--- src/rtl/handshake_elastic_fifo.sv ---
// Elastic valid/ready FIFO stage; ins_ready depends only on registered occupancy.
// Optional zero-latency bypass when empty: define HANDSHAKE_FIFO_BYPASS_EN.
module handshake_elastic_fifo #(
  parameter int unsigned DATA_WIDTH = 32,
  parameter int unsigned DEPTH      = 2
) (
  input  logic                  clk,
  input  logic                  rst,
  input  logic [DATA_WIDTH-1:0] ins,
  input  logic                  ins_valid,
  output logic                  ins_ready,
  output logic [DATA_WIDTH-1:0] outs,
  output logic                  outs_valid,
  input  logic                  outs_ready
);

  localparam int unsigned PtrW = (DEPTH > 1) ? $clog2(DEPTH) : 1;
  localparam int unsigned CntW = $clog2(DEPTH + 1);
  localparam logic [PtrW-1:0] LastPtr = PtrW'(DEPTH - 1);
  localparam logic [CntW-1:0] FullCnt = CntW'(DEPTH);

  logic [DATA_WIDTH-1:0] mem_q [DEPTH];
  logic [DATA_WIDTH-1:0] mem_d [DEPTH];
  logic [PtrW-1:0]       wr_ptr_q, wr_ptr_d;
  logic [PtrW-1:0]       rd_ptr_q, rd_ptr_d;
  logic [CntW-1:0]       cnt_q, cnt_d;

  logic                  empty, full;
  logic                  push, pop;
  logic [DATA_WIDTH-1:0] head;

  // Explicit compare so non-power-of-two depths wrap correctly.
  function automatic logic [PtrW-1:0] ptr_inc(input logic [PtrW-1:0] p);
    return (p == LastPtr) ? '0 : p + PtrW'(1);
  endfunction

  assign empty = (cnt_q == '0);
  assign full  = (cnt_q == FullCnt);
  assign head  = mem_q[rd_ptr_q];

  // rst only gates the visible outputs; state is already held by the async reset.
  assign ins_ready = ~full & ~rst;
  assign pop       = ~empty & outs_ready;

`ifdef HANDSHAKE_FIFO_BYPASS_EN
  // Empty with a consumer ready: the token flows straight through and is not stored.
  assign push       = ins_valid & ~full & ~(empty & outs_ready);
  assign outs_valid = (~empty | ins_valid) & ~rst;
  always_comb begin
    outs = '0;
    if (!rst) begin
      if (!empty) begin
        outs = head;
      end else if (ins_valid) begin
        outs = ins;
      end
    end
  end
`else
  assign push       = ins_valid & ~full;
  assign outs_valid = ~empty & ~rst;
  assign outs       = outs_valid ? head : '0;
`endif

  always_comb begin
    wr_ptr_d = wr_ptr_q;
    rd_ptr_d = rd_ptr_q;
    cnt_d    = cnt_q;
    if (push) begin
      wr_ptr_d = ptr_inc(wr_ptr_q);
    end
    if (pop) begin
      rd_ptr_d = ptr_inc(rd_ptr_q);
    end
    unique case ({push, pop})
      2'b10:   cnt_d = cnt_q + CntW'(1);
      2'b01:   cnt_d = cnt_q - CntW'(1);
      default: cnt_d = cnt_q;
    endcase
  end

  always_comb begin
    mem_d = mem_q;
    if (push) begin
      mem_d[wr_ptr_q] = ins;
    end
  end

  always_ff @(posedge clk or posedge rst) begin
    if (rst) begin
      wr_ptr_q <= '0;
      rd_ptr_q <= '0;
      cnt_q    <= '0;
    end else begin
      wr_ptr_q <= wr_ptr_d;
      rd_ptr_q <= rd_ptr_d;
      cnt_q    <= cnt_d;
    end
  end

  // Storage is deliberately not reset; occupancy alone decides what is visible.
  always_ff @(posedge clk) begin
    mem_q <= mem_d;
  end

`ifndef SYNTHESIS
  a_cnt_max: assert property (@(posedge clk) disable iff (rst) cnt_q <= FullCnt);
  a_cnt_underflow: assert property (@(posedge clk) disable iff (rst)
    (cnt_q == '0) |=> (cnt_q <= CntW'(1)));
  a_ins_stable: assert property (@(posedge clk) disable iff (rst)
    (ins_valid && !ins_ready) |=> $stable(ins));
`endif

endmodule

--- config.mk ---
export PLATFORM = sky130hd
export DESIGN_NAME = handshake_elastic_fifo
export DESIGN_NICKNAME = d
export VERILOG_FILES = /design/src/rtl/handshake_elastic_fifo.sv
export SDC_FILE = /design/constraint.sdc
export NUM_CORES = 1
export LEC_CHECK = 0
export BUFFER_PORTS_ARGS = -buffer_cell sky130_fd_sc_hd__buf_2
export CAP_MARGIN = 20
export CELL_PAD_IN_SITES_DETAIL_PLACEMENT = 0
export CELL_PAD_IN_SITES_GLOBAL_PLACEMENT = 1
export CORE_MARGIN = 3
export CORE_UTILIZATION = 35
export CTS_BUF_LIST = sky130_fd_sc_hd__clkbuf_8 sky130_fd_sc_hd__clkbuf_16
export CTS_CLUSTER_SIZE = 12
export DETAILED_ROUTE_END_ITERATION = 12
export GPL_TIMING_DRIVEN = 0
export PLACE_DENSITY_LB_ADDON = 0.05
export SKIP_CTS_REPAIR_TIMING = 1
export SYNTH_ARGS = -nofsm -noshare
export SYNTH_HDL_FRONTEND = slang
export SYNTH_SLANG_ARGS = --single-unit
--- constraint.sdc ---
create_clock -name clk -period 6.1 [get_ports clk]
set_input_delay 0.915 -clock clk [delete_from_list [all_inputs] [get_ports clk]]
set_output_delay 0.915 -clock clk [all_outputs]
set_load 0.01 [all_outputs]
Word-level counts from Yosys, hierarchy flattened
Cells that the tools add are included.

cells by class
  multiplexer cells = 10
  eq/ne operators = 3
  order comparisons = 3
  bitwise logic cells = 9
  $add $sub $neg = 4
  reduce and logical (&&, ||, !) cells = 3

operators with widths
  kind                                                                   count
  32-bit 2-to-1 mux                                                      5
  64-bit bitwise mux                                                     1
  32-bit demux with 1-bit select                                         1
  1-bit bitwise AND                                                      4
  2-bit equality test, second input constant                             2
  2-bit >= comparator, second input constant                             2
  1-bit inverter with 2-bit output                                       2
  2-bit one-hot mux with 2 select lines                                  1
  1-bit inverter                                                         3
  1-bit adder, second input constant                                     2
  2-bit by 1-bit adder with 2-bit output, second input constant          1
  2-bit by 1-bit equality test with 1-bit output, second input constant  1
  2-bit logical NOT                                                      1
  2-bit by 1-bit < comparator with 1-bit output, second input constant   1
  1-bit 2-to-1 mux                                                       2
  2-bit nonzero test                                                     1
  2-bit by 1-bit subtractor with 2-bit output, second input constant     1
  1-bit logical AND                                                      1

storage, ports and cells
  register bits after elaboration = 68
  output and inout bits = 34
  logic and storage cells = 37
  input bits = 36

Longest topological paths before layout
  depth in word-level cells = 6
  mapped depth = 6
  mapped depth without buffers = 6

Worst setup path before layout
OpenSTA, ideal clock, no wires.

  path kind = input -> register
  start point = input ins_valid
  end point = register mem_q[32] in the netlist's numbering (enable)
  buffers on the path = 0
  data required time = 5.679 ns
  stages on the path = 2
  setup slack = 3.316 ns
  arrival time = 2.363 ns
  setup time = 0.421 ns
  path through = nand2_1 > nor2_1

between the ends
  cells in the longest elaborated chain, start to end = 1

ends and longest elaborated chain
  what                  RTL line  text
  from (decl)           10        input logic ins_valid,
  1-bit bitwise AND     60        assign push = ins_valid & ~full;
  to (signal assigned)  103       mem_q <= mem_d;
  to (decl)             22        logic [DATA_WIDTH-1:0] mem_q [DEPTH];

Every way passes these cells.
A chain may end at the register's enable or synchronous reset.

Worst setup path in the final report
  start point = input rst
  end point = output outs[15]

between the ends
  cells in the longest elaborated chain, start to end = 3

ends and longest elaborated chain
  what               RTL line  text
  from (decl)        8         input logic rst,
  1-bit inverter     61        assign outs_valid = ~empty & ~rst;
  1-bit bitwise AND  61
  32-bit 2-to-1 mux  62        assign outs = outs_valid ? head : '0;
  to (decl)          12        output logic [DATA_WIDTH-1:0] outs,

Every way passes these cells.

==> impl_metrics.ini <==
[floorplanning]
placementRows = 30
io_pins = 70
die_area_um2 = 8544
die_w_um = 92.44
die_h_um = 92.44
core_um2 = 7019
initial_core_util = 0.3725

[logic_synthesis]
synth_top_area_share = 0.7349
syn_avg_cell_area_um2 = 16.87
yosysMostFrequentCell = edfxtp_1
ys_seq_area_frac = 0.7732
synth_compound_area_frac = 0.006220
synth_simple_gate_area_frac = 0.05742
yosysUniqueCellTypes = 17
synth_edf_count = 64
synth_fa_ha_area_frac = 0.004785
synth_area_leaders = edfxtp_1, mux2i_1, nor2_1
async_flop_share = 0.05882
synth_xor_xnor_area_share = 0.01675
synth_top_family_by_area = multiplexers
yosysWarnings = 0
ys_ff_latch = 68
synthMuxAreaShare = 0.1225
syn_nets = 192
netlist_area_um2 = 2615
syn-instance-count = 155
synth_top_area_cell = edfxtp_1
synthTopCellsByCount = edfxtp_1, nor2_1, mux2i_1, buf_2, dfrtp_1
synth_flop_cell = edfxtp_1

[timing]
slew_headroom = 0.4686
fin_crit_ps = 2730
final_hold_viol_count = 0
maxClockFrequency_mhz = 366.3
maxSlewViolCount = 0
worst_pin_slew_ps = 797.1
fin_tns_setup_ps = 0
finalClockSkew_ps = 5.175
fin_crit_sh = 0.4475
rsz0062_at_grt = no
setup_viol = 0

[global_route]
grt_pass1_wl_um = 7500
grt-ovfl-total = 0
antenna_found_initial = 0
grt_max_degree = 33
grt_pass1_vias = 1554
grt_usage = 0.1175

[drt]
postRouteAntennaNets = 0
first_pass_iters = 4
dr.first_iter.drc_count = 41
dr_total_vias = 1474
totalWireLength_um = 4747
avgRoutedWirePerCell_um = 14.17
viasPerCell = 4.400
drc = 0

[final_layout]
drive_above_1_share = 0.3849
area_growth_pct = 24.45
n_antenna_cell = 0
nets = 273
postLayoutCoreUtil = 0.4636
stdcell_area_um2 = 3254
fillers = 679

[job]
maxCapViolCount = 0

[power]
intPower_mw = 0.9738
pwr_density_cell_nw_per_um2 = 437.5
p_clk_frac = 0.200
p_sw_frac = 0.3161
peakVddDrop_v = 0.0001748
totalPowerFinal_mw = 1.424
leakage_nw = 1.365
p_switching_mw = 0.4501
seqPwrFrac = 0.475
power_frac_comb = 0.324

[cts]
cts_buffers = 9
cts_root_buffer = clkbuf_8
clk_pin_slew_ps = 70
cts_buffer_depth = 2
h-tree-depth = 3
insertion_delay_ps = 330
clock_sinks = 68
cts_tree = yes

[placement]
placed_cell_area_um2 = 3109
numPortBuffers = 69
place.gp.congestion = 0.6793
dp_hpwl_um = 3166

[worst_setup_path]
max_stage_delay_ps = 210
crit_path_top_delay_cell = buf_2
crit_buf_inv = 4
path_cells = buf_2 > inv_1 > o21ai_2 > buf_2 > nor2_1 > buf_2
path_max_fanout = 10
startpoint_type = input port
worst-endpoint-arrival_ps = 1810
crit_top_cell = buf_2
required_ps = 5180
path_delay_family = buffers and inverters
cp-end-kind = output pin
worstSetupPathType = input port to output pin

[min_path]
holdCritPathClass = input port to asynchronous set/reset pin

[status]
status = finished clean
## power by group through the flow
stage	logic (mW)	clock network, mW	registers (mW)
after CTS	0.477	0.296	0.679
final	0.462	0.285	0.677
after detailed placement	0.475	0	0.688
after global routing	0.509	0.319	0.688
after floorplan	0.314	0	0.680
after global placement	0.451	0	0.687
## through the flow
| stage | cells | hold WS [ps] | setup WS [ps] |
|---|---|---|---|
| after floorplan | 155 | 460.4 | 3316 |
| after global placement | 320 | 474.0 | 2454 |
| after detailed placement | 321 | 544.2 | 3314 |
| after CTS | 335 | 465.9 | 3313 |
| after global routing | 335 | 480.1 | 3215 |
| final | 335 | 471.9 | 3370 |
## cells in the final DEF, fill, tap and decap left out
master    instances
nor2_1           33
clkinv_2          2
xor2_1            2
nand2b_1          1
nand2_1           1
inv_2             1
inv_1             1
buf_12            1
nor2_4            1
o21ai_2           1
and3_2            1
mux2i_1          32
edfxtp_1         64
clkinv_1          3
ha_1              1
buf_2            73
buf_4             3
dfrtp_1           4
xnor2_1           3
o21a_1            1
clkbuf_8          9
and2_1            1
## cell type report
class                           instances  area, um^2  area share
Inverter                                2       7.507    0.002307
Clock inverter                          5       21.27    0.006536
Timing Repair Buffer                   70       365.4      0.1123
Buffer                                  7       42.54     0.01307
Multi-Input combinational cell         78       551.8      0.1696
Tap cell                               96       120.1     0.03691
Sequential cell                        68        2022      0.6213
Clock buffer                            9       123.9     0.03806
## metal layers
metal  share of wire  global-route usage  vias to the layer above
met5               0                   0                        -
met4           0.016             0.06312                        0
met3           0.074             0.04305                        7
met1            0.41              0.1326                      694
met2            0.50              0.1934                       50
li1                -                   -                      723
## path summary, 6_finish.rpt
path                               start       end  depth (start not counted)  slack (ps)
worst max-delay path                 rst  outs[15]                          6        3370
worst min-delay path                 rst  wr_ptr_q                          2         470
worst max register to register  cnt_q[0]  mem_q[9]                          2        4370
worst min register to register  cnt_q[1]  cnt_q[1]                          1         550
max in group asynchronous            rst  rd_ptr_q                          2        5450
min in group clk                cnt_q[1]  cnt_q[1]                          1         550
## sequential cells by signal (all words and copies together), names as in the netlist
register,cells
mem_q,64
cnt_q,2
rd_ptr_q,1
wr_ptr_q,1
## logic make-up after synthesis
family / after synthesis
flops: 68
xor+xnor: 5
buf+inv: 9
simple gates: 38
mux: 32
fa+ha+maj: 1
compound gates: 2
(Power assumes the default switching activity.)
